`src/rtl/regfile_master_pkg.sv`:
```
// Shared op codes, FSM states and RegisterFile address map for regfile_master.
package regfile_master_pkg;

  typedef enum logic [1:0] {
    OP_READ  = 2'b00,
    OP_WRITE = 2'b01,
    OP_MOVE  = 2'b10,
    OP_INC   = 2'b11
  } op_e;

  typedef enum logic [2:0] {
    ST_IDLE,
    ST_RD,
    ST_CAP,
    ST_WR,
    ST_RSP
  } state_e;

  localparam int REG_K00    = 8;
  localparam int REG_K01    = 9;
  localparam int REG_KFF    = 10;
  localparam int REG_WR_MAX = 3;

endpackage

```
`src/rtl/regfile_master.sv`:
```
// Command-driven initiator for the RegisterFile (READ/WRITE/MOVE, INC when
// REGFILE_MASTER_INC_EN is defined; otherwise op 11 is rejected).
module regfile_master
  import regfile_master_pkg::*;
#(
  parameter int DATA_W = 8,
  parameter int SEL_W  = 4,
  parameter int WR_MAX = REG_WR_MAX
) (
  input  logic              i_clk,
  input  logic              i_rstN,
  input  logic              i_cmdValid,
  output logic              o_cmdReady,
  input  logic [1:0]        i_cmdOp,
  input  logic [SEL_W-1:0]  i_cmdDst,
  input  logic [SEL_W-1:0]  i_cmdSrc,
  input  logic [DATA_W-1:0] i_cmdData,
  output logic              o_rspValid,
  input  logic              i_rspReady,
  output logic [DATA_W-1:0] o_rspData,
  output logic              o_rspErr,
  output logic              o_ldSig,
  output logic [SEL_W-1:0]  o_regSel,
  output logic [DATA_W-1:0] o_regData,
  input  logic [DATA_W-1:0] i_regData
);

  localparam logic [SEL_W-1:0] WR_MAX_SEL = SEL_W'(WR_MAX);

  state_e            state_q, state_d;
  op_e               op_q, op_d;
  logic [SEL_W-1:0]  dst_q, dst_d;
  logic [SEL_W-1:0]  sel_q, sel_d;
  logic [DATA_W-1:0] wdata_q, wdata_d;
  logic [DATA_W-1:0] rsp_data_q, rsp_data_d;
  logic              rsp_valid_q, rsp_valid_d;
  logic              rsp_err_q, rsp_err_d;
  logic              ld_q, ld_d;
  logic              reject;
  logic              dst_ok;

  assign o_cmdReady = (state_q == ST_IDLE) && i_rstN;
  assign dst_ok     = (i_cmdDst <= WR_MAX_SEL);

  // Next-state and next-output decode; every file-facing output is registered.
  always_comb begin
    state_d     = state_q;
    op_d        = op_q;
    dst_d       = dst_q;
    sel_d       = sel_q;
    wdata_d     = wdata_q;
    rsp_data_d  = rsp_data_q;
    rsp_valid_d = rsp_valid_q;
    rsp_err_d   = rsp_err_q;
    ld_d        = 1'b0;
    reject      = 1'b0;

    unique case (state_q)
      ST_IDLE: begin
        if (i_cmdValid && o_cmdReady) begin
          op_d  = op_e'(i_cmdOp);
          dst_d = i_cmdDst;
          unique case (op_e'(i_cmdOp))
            OP_READ: begin
              state_d = ST_RD;
              sel_d   = i_cmdDst;
            end
            OP_WRITE: begin
              if (dst_ok) begin
                state_d = ST_WR;
                ld_d    = 1'b1;
                sel_d   = i_cmdDst;
                wdata_d = i_cmdData;
              end else begin
                reject = 1'b1;
              end
            end
            OP_MOVE: begin
              if (dst_ok) begin
                state_d = ST_RD;
                sel_d   = i_cmdSrc;
              end else begin
                reject = 1'b1;
              end
            end
            OP_INC: begin
`ifdef REGFILE_MASTER_INC_EN
              if (dst_ok) begin
                state_d = ST_RD;
                sel_d   = i_cmdDst;
              end else begin
                reject = 1'b1;
              end
`else
              reject = 1'b1;
`endif
            end
            default: reject = 1'b1;
          endcase
          if (reject) begin
            state_d     = ST_RSP;
            rsp_valid_d = 1'b1;
            rsp_err_d   = 1'b1;
            rsp_data_d  = '0;
          end
        end
      end
      ST_RD: state_d = ST_CAP;
      ST_CAP: begin
        unique case (op_q)
          OP_READ: begin
            state_d     = ST_RSP;
            rsp_valid_d = 1'b1;
            rsp_err_d   = 1'b0;
            rsp_data_d  = i_regData;
          end
          OP_MOVE: begin
            state_d = ST_WR;
            ld_d    = 1'b1;
            sel_d   = dst_q;
            wdata_d = i_regData;
          end
`ifdef REGFILE_MASTER_INC_EN
          OP_INC: begin
            state_d = ST_WR;
            ld_d    = 1'b1;
            sel_d   = dst_q;
            wdata_d = i_regData + DATA_W'(1);
          end
`endif
          default: state_d = ST_IDLE;
        endcase
      end
      ST_WR: begin
        state_d     = ST_RSP;
        rsp_valid_d = 1'b1;
        rsp_err_d   = 1'b0;
        rsp_data_d  = wdata_q;
      end
      ST_RSP: begin
        if (i_rspReady) begin
          state_d     = ST_IDLE;
          rsp_valid_d = 1'b0;
          rsp_err_d   = 1'b0;
        end
      end
      default: state_d = ST_IDLE;
    endcase
  end

  always_ff @(posedge i_clk) begin
    if (!i_rstN) begin
      state_q     <= ST_IDLE;
      op_q        <= OP_READ;
      dst_q       <= '0;
      sel_q       <= '0;
      wdata_q     <= '0;
      rsp_data_q  <= '0;
      rsp_valid_q <= 1'b0;
      rsp_err_q   <= 1'b0;
      ld_q        <= 1'b0;
    end else begin
      state_q     <= state_d;
      op_q        <= op_d;
      dst_q       <= dst_d;
      sel_q       <= sel_d;
      wdata_q     <= wdata_d;
      rsp_data_q  <= rsp_data_d;
      rsp_valid_q <= rsp_valid_d;
      rsp_err_q   <= rsp_err_d;
      ld_q        <= ld_d;
    end
  end

  assign o_rspValid = rsp_valid_q;
  assign o_rspData  = rsp_data_q;
  assign o_rspErr   = rsp_err_q;
  assign o_ldSig    = ld_q;
  assign o_regSel   = sel_q;
  assign o_regData  = wdata_q;

endmodule
```
`config.mk`:
```
export PLATFORM = sky130hd
export DESIGN_NAME = regfile_master
export DESIGN_NICKNAME = d
export VERILOG_FILES = /design/src/rtl/regfile_master_pkg.sv /design/src/rtl/regfile_master.sv
export SDC_FILE = /design/constraint.sdc
export NUM_CORES = 1
export LEC_CHECK = 0
export ABC_CLOCK_PERIOD_IN_PS = 4380
export BUFFER_PORTS_ARGS = -buffer_cell sky130_fd_sc_hd__buf_2
export CAP_MARGIN = 5
export CORE_UTILIZATION = 54
export DETAILED_ROUTE_END_ITERATION = 12
export GPL_TIMING_DRIVEN = 0
export PLACE_DENSITY = 0.84
export SLEW_MARGIN = 20
export SYNTH_ARGS = -nofsm -noshare
export SYNTH_HDL_FRONTEND = slang
export SYNTH_SLANG_ARGS = --single-unit
```
`constraint.sdc`:
```
create_clock -name i_clk -period 4.38 [get_ports i_clk]
set_clock_uncertainty 0.2 [all_clocks]
set_input_delay 0.219 -clock i_clk [delete_from_list [all_inputs] [get_ports i_clk]]
set_output_delay 0.219 -clock i_clk [all_outputs]
set_load 0.02 [all_outputs]
```
* Word-level counts from Yosys, hierarchy flattened
Index checks and enable logic that the tools add are counted.
** Storage, ports and cells
- Register bits after elaboration :: 32
- Output and inout port bits :: 24
- Logic and storage cells :: 85
- Input bits :: 30
** Cells by class
- Multiplexer cells :: 39
- Reductions and logical operators :: 15
- Magnitude comparators :: 1
- Equal/unequal tests :: 21
** Operators with widths (number)
- 8-bit 2-to-1 mux :: 7
- 8-bit case mux with 3 select lines :: 1
- 4-bit 2-to-1 mux :: 4
- 8-bit case mux with 2 select lines :: 1
- 3-bit 2-to-1 mux :: 5
- 3-bit case mux with 5 select lines :: 1
- 5-bit AND reduction :: 3
- 1-bit 2-to-1 mux :: 12
- 4-bit case mux with 3 select lines :: 1
- 3-bit case mux with 3 select lines :: 1
- 2-bit != test, second input constant :: 4
- 4-bit != test, second input constant :: 2
- 1-bit case mux with 4 select lines :: 2
- 4-bit case mux with 2 select lines :: 1
- 2-bit equality test, second input constant :: 3
- 3-bit by 2-bit equality test with 1-bit output, second input constant :: 2
- 2-bit by 1-bit != test with 1-bit output, second input constant :: 3
- 3-bit != test, second input constant :: 2
- 3-bit case mux with 2 select lines :: 1
- 6-bit AND reduction :: 1
- 5-bit by 1-bit != test with 1-bit output, second input constant :: 1
- 4-bit by 2-bit <= comparator with 1-bit output, second input constant :: 1
- 2-bit logical NOT :: 2
- 4-bit by 1-bit != test with 1-bit output, second input constant :: 1
- other kinds (12) :: 14

* Longest topological paths before layout
Gate-level depths: netlist (run 1).
- Depth in word-level cells :: 8
- Depth in mapped cells :: 7
- Mapped depth without buffers :: 6

* Least setup slack after synthesis (run 1)
Ideal clock, no wire load.
- Path kind :: reg-to-reg
- Start :: register state_q[2]
- End :: register sel_q[0], in the netlist o_regSel[0]
- Path slack :: 2.327 ns
- Data required time :: 4.057 ns
- Clock period less this slack :: 2.053 ns
- Path buffers :: 3
- Setup time :: 0.123 ns
- Data arrival time :: 1.731 ns
- Stages on the path, launching flop included :: 8
- Cell sequence :: dfxtp_1 -> buf_6 -> or3_4 -> buf_6 -> or2_1 -> buf_6 -> o31a_4 -> mux2i_1
** Between the ends
- Longest elaborated chain between the ends :: 5
- Elaborated cells between the ends (all ways) :: 12
- Classes of those cells :: eq/ne: 6; mux: 1; reduce/logical: 5
** RTL lines
- start, declared :: line regfile_master.sv:30 : state_e state_q, state_d;
- start signal, assigned :: line regfile_master.sv:163 : state_q <= state_d;
- 3-bit logical NOT :: line regfile_master.sv:42, regfile_master.sv:58
- 1-bit logical AND :: line regfile_master.sv:42 : assign o_cmdReady = (state_q == ST_IDLE) && i_rstN;
- 1-bit logical AND :: line regfile_master.sv:60 : if (i_cmdValid && o_cmdReady) begin
- 2-bit by 1-bit != test with 1-bit output (no source line)
- 6-bit AND reduction (no source line)
- end signal, assigned :: line regfile_master.sv:166 : sel_q <= sel_d;
- end, declared :: line regfile_master.sv:33 : logic [SEL_W-1:0] sel_q, sel_d;
Parallel ways exist; a longest one is shown, timed or not.
A chain may end at the register's enable or synchronous reset.

* Worst setup path in the final report (run 1)
- Start :: register state_q[1]
- End :: register wdata_q[3], in the netlist o_regData[3]
** Between the ends
- Longest elaborated chain between the ends :: 5
- Elaborated cells between the ends (all ways) :: 11
- Classes of those cells :: eq/ne: 5; mux: 1; reduce/logical: 5
** RTL lines
- 3-bit logical NOT :: line regfile_master.sv:42, regfile_master.sv:58
- 1-bit logical AND :: line regfile_master.sv:42
- 1-bit logical AND :: line regfile_master.sv:60
- 2-bit by 1-bit != test with 1-bit output (no source line)
- 5-bit AND reduction (no source line)
- end signal, assigned :: line regfile_master.sv:167 : wdata_q <= wdata_d;
- end, declared :: line regfile_master.sv:34 : logic [DATA_W-1:0] wdata_q, wdata_d;
Parallel ways exist; a longest one is shown, timed or not.

==> impl_metrics.json, run 1 <==
{
  "run_status": "finished clean",
  "cts-buffers-inserted": 5,
  "number_of_design_rule_violations_left_after_detail_routing": 0,
  "num_antenna_cells": 0,
  "worst_ir_drop_vdd_mv": 0.352,
  "rows": 20,
  "worst_slew_pin_slew_ns": 0.938,
  "worstPathBufferInverterCount": 3,
  "tritoncts": "yes",
  "number_of_global_route_vias_before_repair": 1723,
  "fmax_ghz": 0.377,
  "drt_pre_antenna_iters": 4,
  "share_of_the_synthesized_area_in_the_top_cell_type_pct": 36.7,
  "cpLargestDelayFamily": "buffers and inverters",
  "timing.critical_path.cells": "or3b_2 -> buf_2 -> buf_1 -> mux2i_1 -> dlygate4sd3_1 -> a211oi_1",
  "gr-total-overflow": 0,
  "clkLatencyLatePin_ns": 0.36,
  "numClockSinks": 32,
  "area_delta_synth_final_pct": 30.1,
  "die-height_um": 58.9,
  "share_of_post_route_cells_with_drive_strength_above_1_pct": 30.6,
  "start_kind": "flip-flop",
  "clkSlewWorstSetupHoldPaths_ns": 0.11,
  "final_setup_violation_count": 0,
  "critical_path.max_fanout": 10,
  "wire_length_of_the_first_global_routing_pass_um": 7500,
  "synth.largest_area_cell": "sky130_fd_sc_hd__dfxtp_1",
  "final-hold-violation-count": 0,
  "io_buffers": 52,
  "register_cell_area_after_layout_um2": 641,
  "synth-edff-count": 0,
  "layout.cell_area.non_filler_um2": 2270,
  "final.hold.worst_slack_ns": 0.0150,
  "final_core_density_pct": 74.4,
  "num-fill-cells": 259,
  "clk_path_buf_depth": 2,
  "path_class": "reg2reg",
  "critical_path_max_stage_delay_ns": 0.57,
  "antenna_left": 0,
  "fp.dieW_um": 58.9,
  "drt-initial-drc-count": 62,
  "multi_input_area_um2": 1010,
  "antenna_found_initial": 0,
  "detail_route.wl_per_cell_um": 14.0,
  "ys_types": 37,
  "gp_congestion": 0.809,
  "cap_violations": 0,
  "synth.net_count": 232,
  "synthesis.yosys.warnings": 0,
  "initial_util_pct": 57.2,
  "timing.critical_path.arrival_ns": 2.73,
  "clock_tree.root_cell": "sky130_fd_sc_hd__clkbuf_4",
  "detail_route.wirelength_um": 4420,
  "ys_top_cells_by_area": "sky130_fd_sc_hd__dfxtp_1 (37%), sky130_fd_sc_hd__mux2i_1 (14%), sky130_fd_sc_hd__nand2_1 (8.8%)",
  "final_max_slew_viol_count": 0,
  "power.leakage_nw": 1.06,
  "cp_slowest_cell": "sky130_fd_sc_hd__dlygate4sd3_1",
  "powerDensity_nw_per_um2": 453,
  "route.detailed.vias_per_inst": 5.25,
  "min_path_type": "in2reg",
  "ys_ff_latch": 32,
  "synthCells": 198,
  "crit_path_capture_type": "flip-flop",
  "grt_start_max_net_pins": 12,
  "synth_seq_area_share_pct": 36.7,
  "coreArea_um2": 3050,
  "mappedNetlistArea_um2": 1750,
  "num-nets-final": 304,
  "placedInstanceArea_um2": 2060,
  "timing.max_slew.rel_slack_pct": 37.3,
  "ffs_w_async_s_r_synth_pct": 0,
  "critical_path_required_ns": 4.45,
  "avgSynthCellArea_um2": 8.82,
  "io-pin-count": 54,
  "floorplan.die_area_um2": 3460,
  "place.detailed.hpwl_um": 2970,
  "fin_crit_sh_pct": 60.6,
  "number_of_levels_in_the_clock_h_tree": 2,
  "grt_use_total_pct": 29.5,
  "totalNegativeSetupSlack_ns": 0,
  "synth_top_flop_cell": "sky130_fd_sc_hd__dfxtp_1",
  "timing.final.crit_period_ns": 2.65,
  "via_count": 1655,
  "grt_setup_unrepaired": "false"
}
[worst paths after layout]
kind                      from            to  slack, ns  depth (start not counted)
setup reg to reg    state_q[1]  o_regData[3]       1.73                          6
setup / recovery    state_q[1]  o_regData[3]       1.73                          6
hold / removal    i_cmdData[2]  o_regData[2]       0.02                          3
hold reg to reg    o_regSel[2]   o_regSel[2]       0.26                          2
[cell usage after synthesis, types with 3 or more instances]
master and instances:
sky130_fd_sc_hd__nand2_1 41, sky130_fd_sc_hd__clkbuf_1 5, sky130_fd_sc_hd__mux2i_1 24, sky130_fd_sc_hd__a21oi_1 8, sky130_fd_sc_hd__nor2_1 15, sky130_fd_sc_hd__o211ai_1 5, sky130_fd_sc_hd__inv_1 4, sky130_fd_sc_hd__or2_2 3
sky130_fd_sc_hd__mux2_2 8, sky130_fd_sc_hd__dfxtp_1 32, sky130_fd_sc_hd__ha_1 4, sky130_fd_sc_hd__buf_6 3, sky130_fd_sc_hd__o21ai_0 5, sky130_fd_sc_hd__a211oi_1 10, sky130_fd_sc_hd__nor2b_1 4
[power by group]
group          switching (mW)  total [mW]  internal, mW  leakage, nW
sequential             0.0248       0.349         0.325        0.259
clock                   0.112       0.231         0.119       0.0412
combinational           0.237       0.447         0.211        0.758
total                   0.374        1.03         0.654         1.06
[flip-flops by register name (all words and copies together), names as in the netlist]
name and cells:
o_regData 8, o_rspData 8, dst_q 4, o_regSel 4
state_q 3, op_q 2, o_ldSig 1, o_rspErr 1
o_rspValid 1
[logic make-up (layout without fill, tap and decap cells)]
kind of cell / count (synthesis) / after routing / synth area share, %
adders and majority gates: 4 / 4 / 2.87
and+or+nand+nor: 76 / 76 / 20.6
DFF: 32 / 32 / 36.7
muxes: 32 / 32 / 18.9
buffers and inverters: 18 / 91 / 5.52
AOI/OAI and AO/OA: 36 / 36 / 15.3
[placed cells by master (no fill, tap or decap), types with 3 or more instances in the layout]
master,count
sky130_fd_sc_hd__nor2b_1,4
sky130_fd_sc_hd__nand2_1,41
sky130_fd_sc_hd__o21ai_0,5
sky130_fd_sc_hd__a211oi_1,10
sky130_fd_sc_hd__or2_2,3
sky130_fd_sc_hd__o211ai_1,5
sky130_fd_sc_hd__dlygate4sd3_1,13
sky130_fd_sc_hd__clkbuf_4,5
sky130_fd_sc_hd__nor2_1,15
sky130_fd_sc_hd__clkbuf_1,5
sky130_fd_sc_hd__buf_6,3
sky130_fd_sc_hd__mux2_2,8
sky130_fd_sc_hd__mux2i_1,24
sky130_fd_sc_hd__buf_2,54
sky130_fd_sc_hd__dfxtp_1,32
sky130_fd_sc_hd__inv_1,4
sky130_fd_sc_hd__a21oi_1,8
sky130_fd_sc_hd__ha_1,4
[stage by stage]
stage	worst slack, ns	total power, mW	instances
after floorplan	2.33	0.686	198
after global placement	2.20	0.771	294
after detailed placement	2.20	0.784	294
after CTS	1.75	1.03	315
after global routing	1.61	1.08	315
final	1.73	1.03	315
[layout make-up]
class / count / area share, %
multi-input cells: 148 / 44.4
flip-flops and latches: 32 / 28.2
repair buffers: 65 / 17.2
plain buffers: 13 / 3.42
well taps: 44 / 2.42
clock inverters: 3 / 1.87
clock buffers: 5 / 1.65
inverters: 5 / 0.826
[tightest hold or removal path, cell delays in order]
cell	delay [ns]
sky130_fd_sc_hd__buf_2	0.09
sky130_fd_sc_hd__mux2i_1	0.12
sky130_fd_sc_hd__a211oi_1	0.08
[repair_timing]
item | CTS | global route
resized for setup | 0 | 0
endpoints found under the hold margin | 10 | 0
endpoints found under the setup margin | 0 | 0
hold buffers | 13 | 0
buffers inserted | 0 | 0
[metal layers]
| layer | global-route usage [%] | wire length, um | share of wire (%) | vias to the layer above |
|---|---|---|---|---|
| met4 | 11.9 | 79 | 1.8 | 0 |
| met5 | 0 | 0 | 0 | - |
| met1 | 33.1 | 1880 | 43 | 756 |
| li1 | - | - | - | 835 |
| met3 | 7.47 | 240 | 5.4 | 10 |
| met2 | 52.8 | 2220 | 50 | 54 |
Note: power is estimated with default switching activity, not from simulation.
==> run 2: changes to the inputs <==
Settings changed: ABC_CLOCK_PERIOD_IN_PS 4380 to 2550, CORE_UTILIZATION 54 to 51, PLACE_DENSITY 0.84 to 0.8.
Clock period 4.38 ns to 2.55 ns, I/O delays scaled along.
==> impl_metrics.json, run 2 (same netlist as run 1, synthesis figures left out) <==
{
  "run_status": "finished clean",
  "io_buffers": 52,
  "detail_route.wl_per_cell_um": 14.2,
  "mostFrequentLayoutCells": "sky130_fd_sc_hd__buf_2 (54), sky130_fd_sc_hd__nand2_1 (41), sky130_fd_sc_hd__dfxtp_1 (32)",
  "hp-start": "i_regData[6]",
  "clkSlewWorstSetupHoldPaths_ns": 0.10,
  "placedInstanceArea_um2": 2060,
  "timing.critical_path.arrival_ns": 2.38,
  "fp.dieW_um": 60.5,
  "timing.final.crit_period_ns": 2.33,
  "number_of_levels_in_the_clock_h_tree": 2,
  "initial_util_pct": 55.4,
  "critical_path.max_fanout": 8,
  "timing.max_slew.rel_slack_pct": 34.4,
  "clkLatencyLatePin_ns": 0.33,
  "share_of_post_route_cells_with_drive_strength_above_1_pct": 28.7,
  "floorplan.die_area_um2": 3660,
  "worst_ir_drop_vdd_mv": 0.475,
  "powerDensity_nw_per_um2": 707,
  "totalNegativeSetupSlack_ns": 0,
  "r2r_end": "o_regData[7]",
  "worst-r2r-setup-slack_ns": 0.22,
  "clock_tree.root_cell": "sky130_fd_sc_hd__clkbuf_4",
  "layout.cell_area.non_filler_um2": 2360,
  "cap_violations": 0,
  "gp_congestion": 0.876,
  "power.leakage_nw": 1.10,
  "critical_path_required_ns": 2.60,
  "detail_route.wirelength_um": 4610,
  "fmax_ghz": 0.430,
  "fin_crit_sh_pct": 91.2,
  "via_count": 1715,
  "num-fill-cells": 247,
  "pre_cts_setup_slack_ns": 0.287,
  "cts-buffers-inserted": 5,
  "coreArea_um2": 3150,
  "path_class": "reg2reg",
  "cp_slowest_cell": "sky130_fd_sc_hd__dlygate4sd3_1",
  "area_delta_synth_final_pct": 35.1,
  "final-hold-violation-count": 0,
  "worst_r2r_path_depth": 5,
  "drt_pre_antenna_iters": 4,
  "io-pin-count": 54,
  "antenna_found_initial": 0,
  "die-height_um": 60.5,
  "hold-path-endpoint": "o_rspData[6]",
  "rows": 20,
  "final_setup_violation_count": 0,
  "timing.hold.worst_path_depth": 4,
  "final.hold.worst_slack_ns": 0.00782,
  "timing.critical_path.cells": "or3b_2 -> buf_2 -> mux2i_1 -> dlygate4sd3_1 -> a211oi_1",
  "grt_setup_unrepaired": "false",
  "layout.cells.most_common": "sky130_fd_sc_hd__buf_2",
  "post-cts-setup-buffers": 0,
  "tritoncts": "yes",
  "number_of_global_route_vias_before_repair": 1579,
  "final_max_slew_viol_count": 0,
  "crit_path_capture_type": "flip-flop",
  "r2r_start": "state_q[1]",
  "clk_path_buf_depth": 2,
  "place.detailed.hpwl_um": 2860,
  "drt-initial-drc-count": 73,
  "critical_path_max_stage_delay_ns": 0.56,
  "post-layout-total-power_mw": 1.67,
  "wire_length_of_the_first_global_routing_pass_um": 7150,
  "worstPathBufferInverterCount": 2,
  "cpLargestDelayFamily": "buffers and inverters",
  "start_kind": "flip-flop",
  "antenna_left": 0,
  "num-nets-final": 316,
  "num_antenna_cells": 0,
  "grt_use_total_pct": 26.7,
  "worst_slew_pin_slew_ns": 0.982,
  "setup_slack_ns": 0.224,
  "grt_start_max_net_pins": 11,
  "route.detailed.vias_per_inst": 5.26,
  "min_path_type": "in2reg",
  "number_of_design_rule_violations_left_after_detail_routing": 0,
  "numClockSinks": 32,
  "gr-total-overflow": 0
}
## run 2: worst max-delay path by stage
stage	startpoint	to	slack [ns]	cells past startpoint
after floorplan	state_q[2]	o_regSel[0]	0.50	7
after global placement	state_q[2]	o_regData[3]	0.40	7
after detailed placement	state_q[2]	o_regData[3]	0.29	7
after CTS	state_q[1]	o_regData[6]	0.26	5
after global routing	state_q[1]	o_regData[6]	0.08	5
final	state_q[1]	o_regData[7]	0.22	5
## run 2: metrics by stage
stage	utilization (%)	cells
4_1_cts	74.8	326
6_report	74.8	326
3_5_place_dp	65.4	294
5_1_grt	74.8	326
2_1_floorplan	-	198
3_3_place_gp	65.4	294
## run 2: cell type report
| cell class | instances | area (um2) | area share (%) |
|---|---|---|---|
| Tap cell | 44 | 55.1 | 2.34 |
| Clock inverter | 1 | 5.00 | 0.212 |
| Inverter | 5 | 18.8 | 0.796 |
| Sequential cell | 32 | 641 | 27.2 |
| Timing Repair Buffer | 77 | 510 | 21.7 |
| Multi-Input combinational cell | 148 | 1010 | 42.8 |
| Buffer | 13 | 77.6 | 3.29 |
| Clock buffer | 6 | 41.3 | 1.75 |
## run 2: report_power, final
| part | leakage [nW] | internal, mW | switching (mW) |
|---|---|---|---|
| clock network | 0.0281 | 0.102 | 0.175 |
| logic | 0.808 | 0.381 | 0.409 |
| registers | 0.259 | 0.558 | 0.0416 |
## run 2: tightest hold or removal path, delay by kind of cell
kind | cells | cell delay, ns
buffers and inverters | 1 | 0.09
muxes | 2 | 0.24
and+or+nand+nor | 1 | 0.04
## run 2: layer usage
metal	up-vias	track usage (%)	routed length (um)
li1	861	-	-
met1	786	32.5	2090
met2	61	44.9	2200
met3	7	7.68	279
met4	0	9.74	49
met5	-	0	0
## run 2: what timing repair did
item,CTS,global route
hold endpoints to repair,17,0
hold buffers,25,0
resized for setup,0,0
